`config.mk`:
```
export PLATFORM = sky130hd
export DESIGN_NAME = sine_ram_sched_flat
export DESIGN_NICKNAME = d
export VERILOG_FILES = /design/src/rtl/sine_ram_sched_if.sv /design/src/rtl/sine_ram_sched.sv /design/src/flat_wrapper.sv
export SDC_FILE = /design/constraint.sdc
export NUM_CORES = 1
export LEC_CHECK = 0
export CAP_MARGIN = 20
export CORE_ASPECT_RATIO = 1.4
export CORE_MARGIN = 10
export CORE_UTILIZATION = 35
export DETAILED_ROUTE_END_ITERATION = 16
export PLACE_DENSITY = 0.61
export SYNTH_ARGS = -nofsm -noshare
export SYNTH_HDL_FRONTEND = slang
export SYNTH_SLANG_ARGS = --single-unit
```
`constraint.sdc`:
```
create_clock -name clk -period 8.8 [get_ports clk]
set_clock_uncertainty 0.2 [all_clocks]
set_input_delay 2.64 -clock clk [delete_from_list [all_inputs] [get_ports clk]]
set_output_delay 2.64 -clock clk [all_outputs]
set_load 0.01 [all_outputs]
```
`src/rtl/sine_ram_sched_if.sv`:
```
// Write-request channel into the sine RAM scheduler: valid/ready handshake
// carrying a table-patch address and data word.
interface sine_ram_sched_if #(
  parameter int AW = 8,
  parameter int DW = 8
) ();
  logic          wr_valid;
  logic          wr_ready;
  logic [AW-1:0] wr_addr;
  logic [DW-1:0] wr_data;

  modport master (
    output wr_valid,
    output wr_addr,
    output wr_data,
    input  wr_ready
  );

  modport slave (
    input  wr_valid,
    input  wr_addr,
    input  wr_data,
    output wr_ready
  );
endinterface

```
`src/rtl/sine_ram_sched.sv`:
```
// Single-port sine RAM scheduler: arbitrates between table-patch writes and a
// DDS phase-accumulator playback reader, alternating on contention.
module sine_ram_sched #(
  parameter int AW = 8,
  parameter int DW = 8,
  parameter int PW = 16
) (
  input  logic                clk,
  input  logic                rst,
  input  logic                en,
  input  logic [PW-1:0]       phase_inc,
  sine_ram_sched_if.slave     wr,
  output logic [AW-1:0]       ram_addr,
  output logic                ram_we,
  output logic [DW-1:0]       ram_din,
  input  logic [DW-1:0]       ram_qout,
  output logic [DW-1:0]       sample,
  output logic                sample_valid,
  output logic [7:0]          skip_cnt
);

  typedef enum logic [1:0] {
    IDLE  = 2'd0,
    PLAY  = 2'd1,
    DRAIN = 2'd2
  } state_t;

  typedef enum logic {
    GNT_RD = 1'b0,
    GNT_WR = 1'b1
  } gnt_t;

  state_t        state_reg, state_next;
  logic          drain_cnt_reg, drain_cnt_next;
  gnt_t          last_gnt_reg, last_gnt_next;
  logic [PW-1:0] phase_reg, phase_next;
  logic [7:0]    skip_cnt_reg, skip_cnt_next;
  logic          rd_gnt_d1_reg, rd_gnt_d2_reg;
  logic [DW-1:0] sample_reg, sample_next;

  logic rd_req, wr_req;
  logic rd_gnt, wr_gnt;

  // ---------------------------------------------------------------------------
  // Playback state machine
  // ---------------------------------------------------------------------------
  always_ff @(posedge clk) begin
    if (rst) begin
      state_reg     <= IDLE;
      drain_cnt_reg <= 1'b0;
    end else begin
      state_reg     <= state_next;
      drain_cnt_reg <= drain_cnt_next;
    end
  end

  // DRAIN lasts two cycles so reads issued in the last PLAY cycles surface
  // as samples before IDLE; re-enabling during DRAIN resumes PLAY at once.
  always_comb begin
    state_next     = state_reg;
    drain_cnt_next = drain_cnt_reg;
    case (state_reg)
      IDLE: begin
        if (en) state_next = PLAY;
      end
      PLAY: begin
        if (!en) begin
          state_next     = DRAIN;
          drain_cnt_next = 1'b0;
        end
      end
      DRAIN: begin
        if (en) begin
          state_next = PLAY;
        end else if (drain_cnt_reg) begin
          state_next = IDLE;
        end else begin
          drain_cnt_next = 1'b1;
        end
      end
      default: begin
        state_next = IDLE;
      end
    endcase
  end

  // ---------------------------------------------------------------------------
  // Arbitration: fixed grant for a lone requester, otherwise whoever lost last
  // ---------------------------------------------------------------------------
  always_comb begin
    rd_req = (state_reg == PLAY) && !rst;
    wr_req = wr.wr_valid && !rst;
    rd_gnt = rd_req && (!wr_req || (last_gnt_reg == GNT_WR));
    wr_gnt = wr_req && !rd_gnt;
  end

  always_comb begin
    last_gnt_next = last_gnt_reg;
    if (rd_gnt)      last_gnt_next = GNT_RD;
    else if (wr_gnt) last_gnt_next = GNT_WR;
  end

  // ---------------------------------------------------------------------------
  // RAM port drive
  // ---------------------------------------------------------------------------
  always_comb begin
    ram_we   = 1'b0;
    ram_addr = '0;
    if (wr_gnt) begin
      ram_we   = 1'b1;
      ram_addr = wr.wr_addr;
    end else if (rd_gnt) begin
      ram_addr = phase_reg[PW-1 -: AW];
    end
  end

  assign ram_din     = wr.wr_data;
  assign wr.wr_ready = wr_gnt;

  // ---------------------------------------------------------------------------
  // Phase accumulator and skip counter
  // ---------------------------------------------------------------------------
  always_comb begin
    phase_next = phase_reg;
    if (rd_gnt) phase_next = phase_reg + phase_inc;
  end

  // Only a stalled PLAY cycle counts as a skip; idle-time writes are free.
  always_comb begin
    skip_cnt_next = skip_cnt_reg;
    if (rd_req && wr_gnt && (skip_cnt_reg != 8'hFF))
      skip_cnt_next = skip_cnt_reg + 8'd1;
  end

  always_comb begin
    sample_next = sample_reg;
    if (rd_gnt_d1_reg) sample_next = ram_qout;
  end

  always_ff @(posedge clk) begin
    if (rst) begin
      last_gnt_reg  <= GNT_WR;
      phase_reg     <= '0;
      skip_cnt_reg  <= 8'd0;
      rd_gnt_d1_reg <= 1'b0;
      rd_gnt_d2_reg <= 1'b0;
      sample_reg    <= '0;
    end else begin
      last_gnt_reg  <= last_gnt_next;
      phase_reg     <= phase_next;
      skip_cnt_reg  <= skip_cnt_next;
      rd_gnt_d1_reg <= rd_gnt;
      rd_gnt_d2_reg <= rd_gnt_d1_reg;
      sample_reg    <= sample_next;
    end
  end

  assign sample       = sample_reg;
  assign sample_valid = rd_gnt_d2_reg;
  assign skip_cnt     = skip_cnt_reg;

endmodule
```
`src/flat_wrapper.sv`:
```
// flat-port wrapper written by rule: the top's interface ports become plain ports
module sine_ram_sched_flat 
#(
  parameter int AW = 8,
  parameter int DW = 8,
  parameter int PW = 16
)
  (clk, rst, en, phase_inc, ram_addr, ram_we, ram_din, ram_qout, sample, sample_valid, skip_cnt, wr_wr_valid, wr_wr_addr, wr_wr_data, wr_wr_ready);
  sine_ram_sched_if #(.AW(AW), .DW(DW)) wr_i ();
  input  logic clk;
  input  logic rst;
  input  logic en;
  input  logic [PW-1:0] phase_inc;
  output logic [AW-1:0] ram_addr;
  output logic ram_we;
  output logic [DW-1:0] ram_din;
  input  logic [DW-1:0] ram_qout;
  output logic [DW-1:0] sample;
  output logic sample_valid;
  output logic [7:0] skip_cnt;
  input wire logic [$bits(wr_i.wr_valid)-1:0] wr_wr_valid;
  input wire logic [$bits(wr_i.wr_addr)-1:0] wr_wr_addr;
  input wire logic [$bits(wr_i.wr_data)-1:0] wr_wr_data;
  output wire logic [$bits(wr_i.wr_ready)-1:0] wr_wr_ready;
  assign wr_i.wr_valid = wr_wr_valid;
  assign wr_i.wr_addr = wr_wr_addr;
  assign wr_i.wr_data = wr_wr_data;
  assign wr_wr_ready = wr_i.wr_ready;
  sine_ram_sched #(.AW(AW), .DW(DW), .PW(PW)) u_core (.clk(clk), .rst(rst), .en(en), .phase_inc(phase_inc), .wr(wr_i), .ram_addr(ram_addr), .ram_we(ram_we), .ram_din(ram_din), .ram_qout(ram_qout), .sample(sample), .sample_valid(sample_valid), .skip_cnt(skip_cnt));
endmodule
```
# == Yosys cells after proc, flatten, opt, wreduce, memory -nomap -nowiden ==
# Index checks and enable logic that the tools add are counted.
# word_totals
ff_bits,38
elab_cells,45
# classes
n_addsub,2
n_eq_ne,7
n_mux,13
reduce_logical,15
# op_table
cell,count
adder 16 bit,1
2-to-1 mux 8 bit,2
"adder 8 x 1 -> 8 bit, second input constant",1
2-to-1 mux 2 bit,4
"inequality test 8 bit, second input constant",1
logical AND 1 bit,6
"inequality test 2 bit, second input constant",3
one-hot mux 2 bit (3 select lines),1
AND reduction 3 bit,2
2-to-1 mux 1 bit,5
nonzero test 2 bit,2
logical NOT 1 bit,3
"inequality test 3 x 2 -> 1 bit, second input constant",1
"equality test 2 x 1 -> 1 bit, second input constant",1
"equality test 2 bit, second input constant",1
logical NOT 2 bit,1
one-hot mux 1 bit (2 select lines),1
logical OR 1 bit,1

# == Longest topological paths before layout ==
# logic_depth
word_depth,9
depth_mapped,8

# == Worst setup path after synthesis ==
# OpenSTA, ideal clock, no wires.
# synth_timing
kind,input -> output
from,input port wr_wr_valid
to,output port ram_addr[1]
arrival_ns,3.755
t_required_ns,5.960
path_slack_ns,2.205
cell_stages,6
n_path_buf,2
cell_sequence,nor2b_1 > or3_1 > clkbuf_1 > inv_1 > clkbuf_1 > a22o_2
# synth_via
elab_chain_cells,7
word_cells_on_any_way,8
# synth_lines
element,line,rtl
start: declaration,flat_wrapper.sv:21,input wire logic [$bits(wr_i.wr_valid)-1:0] wr_wr_valid;
logical AND 1 bit *,sine_ram_sched.sv:92,wr_req = wr.wr_valid && !rst;
logical NOT 1 bit,sine_ram_sched.sv:93,rd_gnt = rd_req && (!wr_req || (last_gnt_reg == GNT_WR));
logical OR 1 bit,sine_ram_sched.sv:93,
logical AND 1 bit,sine_ram_sched.sv:93,
logical NOT 1 bit,sine_ram_sched.sv:94,wr_gnt = wr_req && !rd_gnt;
logical AND 1 bit,sine_ram_sched.sv:94,
2-to-1 mux 8 bit *,sine_ram_sched.sv:109,if (wr_gnt) begin
end: declaration,flat_wrapper.sv:14,output logic [AW-1:0] ram_addr;
# Mark *: on every way between the ends. The rest lies on a longest branch, timed or not.

# == Worst setup path in the final report ==
# layout_timing
from,input port wr_wr_valid
to,output port ram_addr[5]
# The elaborated chain is that of the path after synthesis.

==> out/summary.txt <==
=====================================================================================
Global placement routability congestion ................................        0.774
CP Capture Type ........................................................   output pin
Aggregate negative setup slack .........................................         0 ns
Syn Nets ...............................................................          337
Worst Path Class, Setup ................................................       in2out
Number of levels the H-tree was split into .............................            2
Gate Count Post-Synth ..................................................          276
Number of cells traversed by the worst hold path .......................            2
Async set-or-reset flop fraction in the synthesized netlist ............            0
Cell breakdown of the critical path .................................... clkdlybuf4s50_1, nor2b_1, or3_1, buf_4, inv_1, a22o_2, clkdlybuf4s50_1
Synth unique cells .....................................................           40
Endpoint, Worst Hold ................................................... u_core.phase_reg[0]$_SDFFE_PP0N_
Most used cell, CP ..................................................... sky130_fd_sc_hd__clkdlybuf4s50_1
RR Endpoint ............................................................ u_core.phase_reg[14]$_SDFFE_PP0N_
Critical Path RT .......................................................      5.96 ns
Sw Share ...............................................................        0.281
Net switching component of the power ...................................       125 µW
Flop2flop setup slack ..................................................      6.28 ns
TritonCTS clock tree ...................................................         done
Max Clk Rate ...........................................................      130 MHz
Synth Cell Area ........................................................     2330 µm²
Count of boundary I/O pins .............................................           79
Max FFs per register ...................................................           16
Worst reg2reg startpoint ............................................... u_core.phase_reg[0]$_SDFFE_PP0N_
Chip Height ............................................................       117 µm
Residual DRC count .....................................................            0
Sum of buffers and inverters on the critical path ......................            4
Startpoint Class ....................................................... primary input
Max-slew violations ....................................................            0
Hold Vio Cnt, Final ....................................................            0
ANT nets after route ...................................................            0
Final Cycle Share ......................................................        0.874
Fraction of final layout cells with drive strength greater than 1 ......       0.0769
Crit path max fanout ...................................................           34
CTS Buffer Depth .......................................................            2
Detailed Route WL ......................................................      5970 µm
Fillers ................................................................          661
Number of instances resized during post-cts repair .....................            0
First-pass GRT wire length .............................................      9930 µm
Cell type with the highest aggregate area in the netlist ............... sky130_fd_sc_hd__dfxtp_1
Detailed-routing iteration count for the pre-antenna-repair pass .......            4
Layer with the highest usage after global routing ......................         met2
Unrepaired setup endpoints after global routing ........................           no
Post-route insts no fill ...............................................          399
Met1 usage in global routing ...........................................        0.125
Fraction of post-synthesis cell area in the top cell type by area ......        0.326
Clk root buf ........................................................... sky130_fd_sc_hd__clkbuf_8
Initial DRC Count ......................................................           59
Post-DR vias/cell ......................................................         5.27
Count of endpoints failing setup in the final report ...................            0
Shortest clock period the worst path allows after layout ...............      7.69 ns
Post-CTS Hold Fix Bufs .................................................            0
Total GRT Usage ........................................................        0.117
Most instantiated library cell after synthesis ......................... sky130_fd_sc_hd__dfxtp_1
Ranking of synthesized cells by area ................................... sky130_fd_sc_hd__dfxtp_1 33%, sky130_fd_sc_hd__ha_1 8.6%, sky130_fd_sc_hd__mux2i_1 4.7%, sky130_fd_sc_hd__o21ai_0 4.5%, sky130_fd_sc_hd__nand3_1 4.3%
Worst Tran Pin Value ...................................................     0.570 ns
Largest net degree at the start of global routing ......................           35
Critical Path AT .......................................................      4.85 ns
Primary flip-flop cell chosen by synthesis mapping ..................... sky130_fd_sc_hd__dfxtp_1
Via count of the first global-routing pass .............................         2139
Via count ..............................................................         2101
Count of synthesis-stage warnings from yosys ...........................            0
Power density relative to cell area ....................................   146 nW/µm²
Std-Cell Core Area .....................................................     6530 µm²
Starting Density .......................................................        0.358
Cell count after placement .............................................          391
Relative max-transition margin .........................................        0.620
DIE AREA ...............................................................    10400 µm²
Run status ............................................................. complete, no violations
Post-Syn Area per Cell .................................................     8.45 µm²
FF+latch count, synth ..................................................           38
Total number of nets in the final design ...............................          385
Worst reg-to-reg path cell count .......................................            8
Pleak ..................................................................      1.19 nW
Number of placement rows ...............................................           35
# port buffers .........................................................           62
Syn-to-layout area delta ...............................................        30.9%
X dimension of the die .................................................      89.0 µm
Seq/Total Area, Yosys ..................................................        0.326
Logic pwr share ........................................................        0.238
Global-route track usage on met2 .......................................        0.204
Max-cap check violation count ..........................................            0
Clock-pin slew of the registers on the worst-case setup and hold paths .      0.08 ns
Slowest CP cell ........................................................ sky130_fd_sc_hd__clkdlybuf4s50_1
Antenna cells ..........................................................            0
Top delay family on crit path .......................................... buffers and inverters
GR Overflow Total ......................................................            0
Number of buffers created by CTS .......................................            5
Clock latency of the later-clocked register in the worst-skew pair .....      0.30 ns
Internal power .........................................................       320 µW
Most used standard cells in the synthesized netlist .................... 38 x sky130_fd_sc_hd__dfxtp_1, 26 x sky130_fd_sc_hd__nor2_1, 21 x sky130_fd_sc_hd__o21ai_0
Worst min-delay path category ..........................................      reg2reg
Post-CTS setup buffer count ............................................            0
Average routed wire per standard cell ..................................      14.9 µm
Clock sinks ............................................................           38
Half-perimeter wire length after placement .............................      4570 µm
Slowest cell delay on critical path ....................................      0.53 ns
Largest voltage drop on the vdd net ....................................     0.108 mV
Clock power share ......................................................        0.340
Initial antenna violation count ........................................            0
Global routing met3 resource utilization ...............................       0.0551
Sequential Power Share .................................................        0.422
Number of flops mapped to enable cells by yosys ........................            0
HP Start ............................................................... u_core.phase_reg[0]$_SDFFE_PP0N_
=====================================================================================
## layout make-up
cell class,instances,area (µm²),area share
Clock buffer,5,68.8,0.0225
Clock inverter,3,45.0,0.0147
Inverter,8,30.0,0.00983
Multi-Input combinational cell,207,1420,0.466
Sequential cell,38,761,0.249
Tap cell,74,92.6,0.0303
Timing Repair Buffer,64,636,0.208
## worst reg2reg max path, delay by kind of cell (launching register included)
| kind | cells | cell delay (ns) |
|---|---|---|
| AO/OA/AOI/OAI | 4 | 0.90 |
| adder cells (fa/ha/maj) | 2 | 0.66 |
| flip-flops | 1 | 0.32 |
| multiplexers | 1 | 0.23 |
| AND/OR/NAND/NOR | 1 | 0.09 |
## worst max path at each step
stage / depth (start not counted) / endpoint / startpoint
after floorplan: 6 / ram_addr[1] / wr_wr_valid
after CTS: 7 / ram_addr[5] / wr_wr_valid
after global placement: 7 / ram_addr[5] / wr_wr_valid
final: 7 / ram_addr[5] / wr_wr_valid
after global routing: 7 / ram_addr[3] / wr_wr_valid
after detailed placement: 7 / ram_addr[3] / wr_wr_valid
## power groups by stage
| stage | Sequential (mW) | Clock [mW] | Combinational (mW) |
|---|---|---|---|
| CTS | 0.188 | 0.156 | 0.107 |
| floorplan | 0.190 | 0 | 0.0719 |
| global placement | 0.192 | 0 | 0.106 |
| detailed placement | 0.192 | 0 | 0.107 |
| finish | 0.188 | 0.151 | 0.106 |
| global route | 0.189 | 0.162 | 0.119 |
## per-layer routing
layer / part of all wire / wire length, µm
met2: 0.49 / 2940
met3: 0.11 / 659
met4: 0.0064 / 38
met5: 0 / 0
met1: 0.39 / 2330
## logic make-up after synthesis
kind of cell | share of synthesized area
AOI/OAI and AO/OA | 0.214
xor gates and xnor gates | 0.0563
adders and majority gates | 0.0944
buffers and inverters | 0.0643
DFF | 0.326
muxes | 0.0472
and+or+nand+nor | 0.197
## layout by cell type, fill, tap and decap left out, types with 2 or more instances in the layout
cell / instances
sky130_fd_sc_hd__clkdlybuf4s50_1: 62
sky130_fd_sc_hd__dfxtp_1: 38
sky130_fd_sc_hd__nor2_1: 26
sky130_fd_sc_hd__o21ai_0: 21
sky130_fd_sc_hd__nand3_1: 20
sky130_fd_sc_hd__ha_1: 16
sky130_fd_sc_hd__nand2_1: 14
sky130_fd_sc_hd__a21oi_1: 11
sky130_fd_sc_hd__mux2i_1: 11
sky130_fd_sc_hd__xnor2_1: 10
sky130_fd_sc_hd__nor3_1: 9
sky130_fd_sc_hd__inv_1: 7
sky130_fd_sc_hd__a22o_2: 7
sky130_fd_sc_hd__a21o_1: 7
sky130_fd_sc_hd__or3_1: 5
sky130_fd_sc_hd__a31oi_1: 5
sky130_fd_sc_hd__xor2_1: 5
sky130_fd_sc_hd__nand4_1: 5
sky130_fd_sc_hd__clkbuf_8: 5
sky130_fd_sc_hd__nor2b_1: 4
sky130_fd_sc_hd__o21a_1: 4
sky130_fd_sc_hd__a211oi_1: 3
sky130_fd_sc_hd__o211ai_1: 3
sky130_fd_sc_hd__a31o_2: 3
sky130_fd_sc_hd__and3_1: 3
sky130_fd_sc_hd__nand2b_1: 2
sky130_fd_sc_hd__o21bai_1: 2
sky130_fd_sc_hd__clkinvlp_4: 2
sky130_fd_sc_hd__buf_4: 2
## metrics by stage
stage / setup WS (ns) / cell area (µm²) / power [mW] / hold slack [ns] / util
3_5_place_dp: 1.07 / 2940 / 0.299 / 0.263 / 0.451
3_3_place_gp: 1.11 / 2940 / 0.298 / 0.248 / 0.451
4_1_cts: 1.07 / 3060 / 0.451 / 0.268 / 0.468
5_1_grt: 0.950 / 3060 / 0.470 / 0.312 / 0.468
2_1_floorplan: 2.20 / 2330 / 0.262 / 0.238 / -
6_report: 1.11 / 3060 / 0.445 / 0.266 / 0.468
Power figures use the tool's default switching activity.
